File: src/rtl/bd_word_arbiter.sv
// Round-robin arbiter onto the single unencoded BD-word channel, with burst
// locking for multi-word programming leaves and invalid-leaf filtering.
module bd_word_arbiter #(
  parameter int unsigned NIN       = 3,
  parameter int unsigned NCODE     = 6,
  parameter int unsigned NPAYLOAD  = 20,
  parameter int unsigned BURST_LEN = 4,
  parameter int unsigned NDROP     = 16
) (
  input  logic                     clk,
  input  logic                     reset,
  input  logic [NIN-1:0]           in_v,
  output logic [NIN-1:0]           in_a,
  input  logic [NIN*NCODE-1:0]     in_leaf_code,
  input  logic [NIN*NPAYLOAD-1:0]  in_payload,
  output logic                     enc_out_v,
  output logic [NCODE-1:0]         enc_out_leaf_code,
  output logic [NPAYLOAD-1:0]      enc_out_payload,
  input  logic                     enc_out_a,
  output logic [2:0]               grant,
  output logic                     locked,
  output logic [NDROP-1:0]         drop_count
);

  localparam int unsigned GW = 3;
  localparam int unsigned SW = GW + 1;
  localparam int unsigned RW = (BURST_LEN > 2) ? $clog2(BURST_LEN) : 1;

  localparam logic [NCODE-1:0] LEAF_INVALID_MIN = NCODE'(34);
  localparam logic [NCODE-1:0] LEAF_BURST_LO    = NCODE'(26);
  localparam logic [NCODE-1:0] LEAF_BURST_HI    = NCODE'(29);

  typedef enum logic [0:0] {S_IDLE, S_LOCKED} state_t;

  state_t              state_q, state_d;
  logic [GW-1:0]       rr_q, rr_d;
  logic [GW-1:0]       owner_q, owner_d;
  logic [RW-1:0]       rem_q, rem_d;
  logic                full_q, full_d;
  logic [NCODE-1:0]    leaf_q, leaf_d;
  logic [NPAYLOAD-1:0] payload_q, payload_d;
  logic [GW-1:0]       grant_q, grant_d;
  logic [NDROP-1:0]    drop_q, drop_d;

  logic                found;
  logic [GW-1:0]       winner;
  logic [GW-1:0]       winner_next;
  logic [SW-1:0]       scan_idx;
  logic [NCODE-1:0]    win_code;
  logic [NPAYLOAD-1:0] win_payload;
  logic                is_invalid;
  logic                is_burst;
  logic                can_load;
  logic                ack;
  logic                load;

  // Winner selection: owner only while locked, otherwise rotate from rr.
  always_comb begin
    found    = 1'b0;
    winner   = owner_q;
    scan_idx = '0;
    if (state_q == S_LOCKED) begin
      for (int unsigned j = 0; j < NIN; j++) begin
        if (GW'(j) == owner_q) found = in_v[j];
      end
    end else begin
      for (int unsigned k = 0; k < NIN; k++) begin
        scan_idx = SW'(rr_q) + SW'(k);
        if (scan_idx >= SW'(NIN)) scan_idx = scan_idx - SW'(NIN);
        for (int unsigned j = 0; j < NIN; j++) begin
          if (!found && in_v[j] && (SW'(j) == scan_idx)) begin
            found  = 1'b1;
            winner = GW'(j);
          end
        end
      end
    end
  end

  // Winner word mux, classification and handshake.
  always_comb begin
    win_code    = '0;
    win_payload = '0;
    for (int unsigned j = 0; j < NIN; j++) begin
      if (GW'(j) == winner) begin
        win_code    = in_leaf_code[j*NCODE +: NCODE];
        win_payload = in_payload[j*NPAYLOAD +: NPAYLOAD];
      end
    end
    is_invalid  = (win_code >= LEAF_INVALID_MIN);
    is_burst    = (win_code >= LEAF_BURST_LO) && (win_code <= LEAF_BURST_HI);
    can_load    = !full_q || enc_out_a;
    // Invalid words are swallowed regardless of output backpressure.
    ack         = reset && found && (is_invalid || can_load);
    load        = ack && !is_invalid;
    winner_next = (winner == GW'(NIN - 1)) ? '0 : winner + GW'(1);
    in_a        = '0;
    for (int unsigned j = 0; j < NIN; j++) begin
      if (GW'(j) == winner) in_a[j] = ack;
    end
  end

  // Next-state logic for FSM, output register and counters.
  always_comb begin
    state_d   = state_q;
    rr_d      = rr_q;
    owner_d   = owner_q;
    rem_d     = rem_q;
    full_d    = full_q;
    leaf_d    = leaf_q;
    payload_d = payload_q;
    grant_d   = grant_q;
    drop_d    = drop_q;

    case (state_q)
      S_IDLE: begin
        if (ack) begin
          if (!is_invalid && is_burst) begin
            owner_d = winner;
            rem_d   = RW'(BURST_LEN - 1);
            state_d = S_LOCKED;
          end else begin
            rr_d = winner_next;
          end
        end
      end
      S_LOCKED: begin
        // Every owner word consumes a burst slot, even a dropped one.
        if (ack) begin
          if (rem_q == RW'(1)) begin
            state_d = S_IDLE;
            rr_d    = winner_next;
            rem_d   = '0;
          end else begin
            rem_d = rem_q - RW'(1);
          end
        end
      end
      default: state_d = S_IDLE;
    endcase

    if (full_q && enc_out_a) full_d = 1'b0;
    if (load) begin
      full_d    = 1'b1;
      leaf_d    = win_code;
      payload_d = win_payload;
    end
    if (ack) grant_d = winner;
    if (ack && is_invalid && (drop_q != '1)) drop_d = drop_q + NDROP'(1);
  end

  always_ff @(posedge clk or negedge reset) begin
    if (!reset) begin
      state_q   <= S_IDLE;
      rr_q      <= '0;
      owner_q   <= '0;
      rem_q     <= '0;
      full_q    <= 1'b0;
      leaf_q    <= '0;
      payload_q <= '0;
      grant_q   <= '0;
      drop_q    <= '0;
    end else begin
      state_q   <= state_d;
      rr_q      <= rr_d;
      owner_q   <= owner_d;
      rem_q     <= rem_d;
      full_q    <= full_d;
      leaf_q    <= leaf_d;
      payload_q <= payload_d;
      grant_q   <= grant_d;
      drop_q    <= drop_d;
    end
  end

  assign enc_out_v         = full_q;
  assign enc_out_leaf_code = leaf_q;
  assign enc_out_payload   = payload_q;
  assign grant             = grant_q;
  assign locked            = (state_q == S_LOCKED);
  assign drop_count        = drop_q;

endmodule

File: config.mk
export PLATFORM = sky130hd
export DESIGN_NAME = bd_word_arbiter
export DESIGN_NICKNAME = d
export VERILOG_FILES = /design/src/rtl/bd_word_arbiter.sv
export SDC_FILE = /design/constraint.sdc
export NUM_CORES = 1
export LEC_CHECK = 0
export CORE_MARGIN = 1
export CORE_UTILIZATION = 30
export CTS_BUF_LIST = sky130_fd_sc_hd__clkbuf_4
export DETAILED_ROUTE_END_ITERATION = 8
export PLACE_DENSITY_LB_ADDON = 0.3
export SYNTH_ARGS = -nofsm -noshare
export SYNTH_HDL_FRONTEND = slang
export SYNTH_SLANG_ARGS = --single-unit
File: constraint.sdc
create_clock -name clk -period 4.2 [get_ports clk]
set_input_delay 0.84 -clock clk [delete_from_list [all_inputs] [get_ports clk]]
set_output_delay 0.84 -clock clk [all_outputs]
set_load 0.02 [all_outputs]
==> impl_metrics.yaml <==
final_layout:
  utilization_pct: 49.7
  diodes: 0
  synthToLayoutAreaGrowth_pct: 61.4
  drive_gt1_share_pct: 27.9
  finalNonFillerCells: 824
  nNetsFinal: 742
grt:
  grt_pass1_wl_um: 21100
  gr-total-overflow: 0
  grt_pass1_vias: 4357
  gr-usage-all-layers_pct: 18.4
  grt_max_degree: 56
  antenna_found_initial: 0
detailed_routing:
  final_antenna_net_count: 0
  via_per_inst: 4.91
  drt-total-wl_um: 12700
  drtPass1Iterations: 4
  vias: 4043
  drtIter0Drc: 156
  routedWlPerCell_um: 15.4
  drc: 0
outcome:
  violations: "negative setup slack"
  status: "complete, but fails checks"
synth:
  synth-seq-area-share_pct: 33.6
  synth_edf_count: 0
  syn-num-nets: 535
  synth_area_per_cell_um2: 9.31
  ys_ff_latch: 55
  ys.flop_type: "dfrtp_1"
  ys_warn_count: 0
  netlist_instances: 440
  synthesis.area_mm2: 0.00410
  synthArstFlopShare_pct: 100
  yosys.cell_types.count: 76
floorplanning:
  dieWidth_um: 119
  die_h_um: 119
  initial_core_util_pct: 30.8
  rows: 42
  core_area_mm2: 0.0133
  die_area_mm2: 0.0141
  ios: 134
sta:
  setup_viol: 5
  grt_setup_unrepaired: "yes"
  final.setup_skew_ps: 16.1
  hold_viol: 0
  period_needed_ps: 4720
  maxSlewViolCount: 0
  slew_headroom_pct: 50.4
  finalCritPeriodShare_pct: 112
  fmax_mhz: 212
  fin_ws_ps: -515
  worst_pin_slew_ps: 739
power_and_ir_drop:
  p_leak_nw: 2.92
  power_mw: 5.72
  power_density_mw_per_mm2: 866
  vdd_drop_max_v: 0.000496
placement:
  dp_hpwl_um: 9450
  dp.cells: 795
  portBuffers: 133
  routabilityCongestion: 0.873
clocking:
  max-clock-path-buffers: 2
  clock_sinks: 55
  cts_max_level: 2
  insertion_delay_ps: 390
  cts_buffers: 5
  clkTransAtPathRegs_ps: 170
  clock-root-buffer: "clkbuf_4"
  cts_tree: "yes"
worst_setup_path:
  worstSetupPathType: "flop to primary output"
  reg2reg_slack_ps: -100
  r2r-start: "rr_q[1]$_DFFE_PN0P_"
  cp-end-kind: "primary output"
  worstPathRequired_ps: 3360
  r2r_end: "owner_q[0]$_DFFE_PN0P_"
  cp_max_fo: 8
  rr_worst_depth: 18
  crit_end: "in_a[0]"
  startpoint: "rr_q[0]$_DFFE_PN0P_"
  critPathLaunchType: "flop"
  cp.arrival_ps: 3880
hold_path:
  min_path_type: "flop to flop"
  hp-start: "grant[0]$_DFFE_PN0P_"
job:
  maxCapViolCount: 0
==> what timing repair did <==
action                                 in CTS  in global routing
buffers inserted                           16                  4
cloned                                      1                  0
endpoints found under the hold margin       0                  0
resized for setup                          58                  6
setup endpoints to repair                   5                  8
pin swaps                                  22                  6
hold buffers                                0                  0
==> cells by family after synthesis <==
| group | count (synthesis) | synth area share [%] |
|---|---|---|
| AOI/OAI and AO/OA | 84 | 15.8 |
| xor gates and xnor gates | 18 | 3.85 |
| adders and majority gates | 11 | 3.36 |
| buffers and inverters | 41 | 4.86 |
| DFF | 55 | 33.6 |
| muxes | 69 | 18.0 |
| and+or+nand+nor | 162 | 20.6 |
==> cells in the final DEF, fill, tap and decap left out, drive strengths merged, types with 3 or more instances in the layout <==
| cell type | count |
|---|---|
| and3 | 5 |
| inv | 20 |
| dfrtp | 55 |
| nor4 | 7 |
| nor3b | 4 |
| nor2 | 71 |
| mux2 | 34 |
| a21boi | 3 |
| and2 | 7 |
| nand2 | 20 |
| clkdlybuf4s50 | 129 |
| buf | 91 |
| clkbuf | 5 |
| xnor2 | 7 |
| ha | 11 |
| a21o | 3 |
| o31ai | 4 |
| a31oi | 4 |
| xor2 | 11 |
| a21oi | 31 |
| nand2b | 6 |
| nor3 | 9 |
| or2b | 3 |
| o21ai | 7 |
| o311ai | 5 |
| mux2i | 35 |
| nand3 | 9 |
| nor2b | 6 |
| a211oi | 6 |
==> registers in the layout (all words and copies together) (netlist names) <==
name	flops
owner_q	3
locked	1
enc_out_payload	20
drop_count	16
enc_out_v	1
rr_q	3
grant	3
enc_out_leaf_code	6
rem_q	2
==> routing by layer <==
metal | wire [um] | vias up | GRT usage (%)
met4 | 140 | 0 | 4.27
met1 | 5540 | 1978 | 21.7
met2 | 6570 | 70 | 34.2
met3 | 469 | 10 | 3.35
li1 | - | 1985 | -
met5 | 0 | - | 0
==> power by group <==
| group | switching (mW) | leakage (nW) | internal, mW |
|---|---|---|---|
| clock | 0.171 | 0.0426 | 0.123 |
| sequential | 0.146 | 0.669 | 0.751 |
| combinational | 2.23 | 2.21 | 2.31 |
| total | 2.54 | 2.92 | 3.18 |
==> per-stage QoR <==
step	setup slack [ps]	setup TNS [ps]	cell area [um2]	hold WS (ps)
6_report	-515	-1590	6610	509
5_1_grt	-741	-3170	6610	536
4_1_cts	-511	-1480	6560	504
3_5_place_dp	-1000	-7110	6130	472
3_3_place_gp	-918	-3820	6130	467
2_1_floorplan	-160	-399	4190	460
==> worst min path at each step <==
stage	endpoint	slack [ps]	depth (start not counted)
global route	drop_count[14]$_DFFE_PN0P_	540	1
CTS	drop_count[14]$_DFFE_PN0P_	500	1
global placement	grant[0]$_DFFE_PN0P_	470	1
finish	grant[0]$_DFFE_PN0P_	510	1
floorplan	rem_q[1]$_DFFE_PN0P_	460	1
detailed placement	drop_count[14]$_DFFE_PN0P_	470	1
==> synthesized netlist by cell type (2+ instances only) <==
master / number / area share (%)
and3_1: 4 / 0.61
ha_1: 11 / 3.4
a211oi_1: 5 / 0.92
or2b_1: 3 / 0.55
nand4_1: 2 / 0.31
a31oi_1: 3 / 0.46
nand2_1: 20 / 1.8
dfrtp_1: 55 / 34
o31ai_1: 4 / 0.73
nand2b_1: 6 / 0.92
nor2_1: 71 / 6.5
nor3b_1: 4 / 0.73
xnor2_1: 7 / 1.5
nor2b_1: 6 / 0.92
xor2_1: 11 / 2.4
o21a_1: 2 / 0.37
buf_2: 5 / 0.61
and3b_1: 2 / 0.43
inv_1: 20 / 1.8
nand4b_1: 2 / 0.43
buf_1: 2 / 0.18
a21oi_1: 28 / 3.4
o2bb2ai_1: 2 / 0.43
a21o_1: 3 / 0.55
and2_1: 6 / 0.92
mux2_2: 33 / 9.1
clkbuf_1: 6 / 0.55
buf_6: 2 / 0.55
nand3_1: 8 / 0.98
a21oi_2: 2 / 0.43
o311ai_0: 4 / 0.86
buf_4: 5 / 0.92
nor3_1: 9 / 1.1
nor4_2: 2 / 0.61
o21ai_0: 6 / 0.73
nor4_1: 5 / 0.76
mux2i_1: 35 / 8.6
==> final cells by class <==
| type | count | area, um2 |
|---|---|---|
| fillers | 1289 | 6690 |
| multi-input cells | 344 | 2770 |
| repair buffers | 221 | 2080 |
| flip-flops and latches | 55 | 1380 |
| well taps | 176 | 220 |
| inverters | 20 | 82.6 |
| clock inverters | 3 | 38.8 |
| clock buffers | 5 | 37.5 |
==> worst max-delay path, stage by stage, from the launching register on <==
cell      delay, ps
dfrtp_2         480
buf_12          150
inv_8            50
ha_4            190
or4b_4          540
a211oi_4        230
buf_6           160
buf_6           110
nor4_4           40
a21oi_4         280
mux2_4          370
a41oi_4         250
a21o_1          220
nand2_4         100
nor3b_4         180
buf_6           140
No activity file was read; power rests on OpenSTA's default activity.
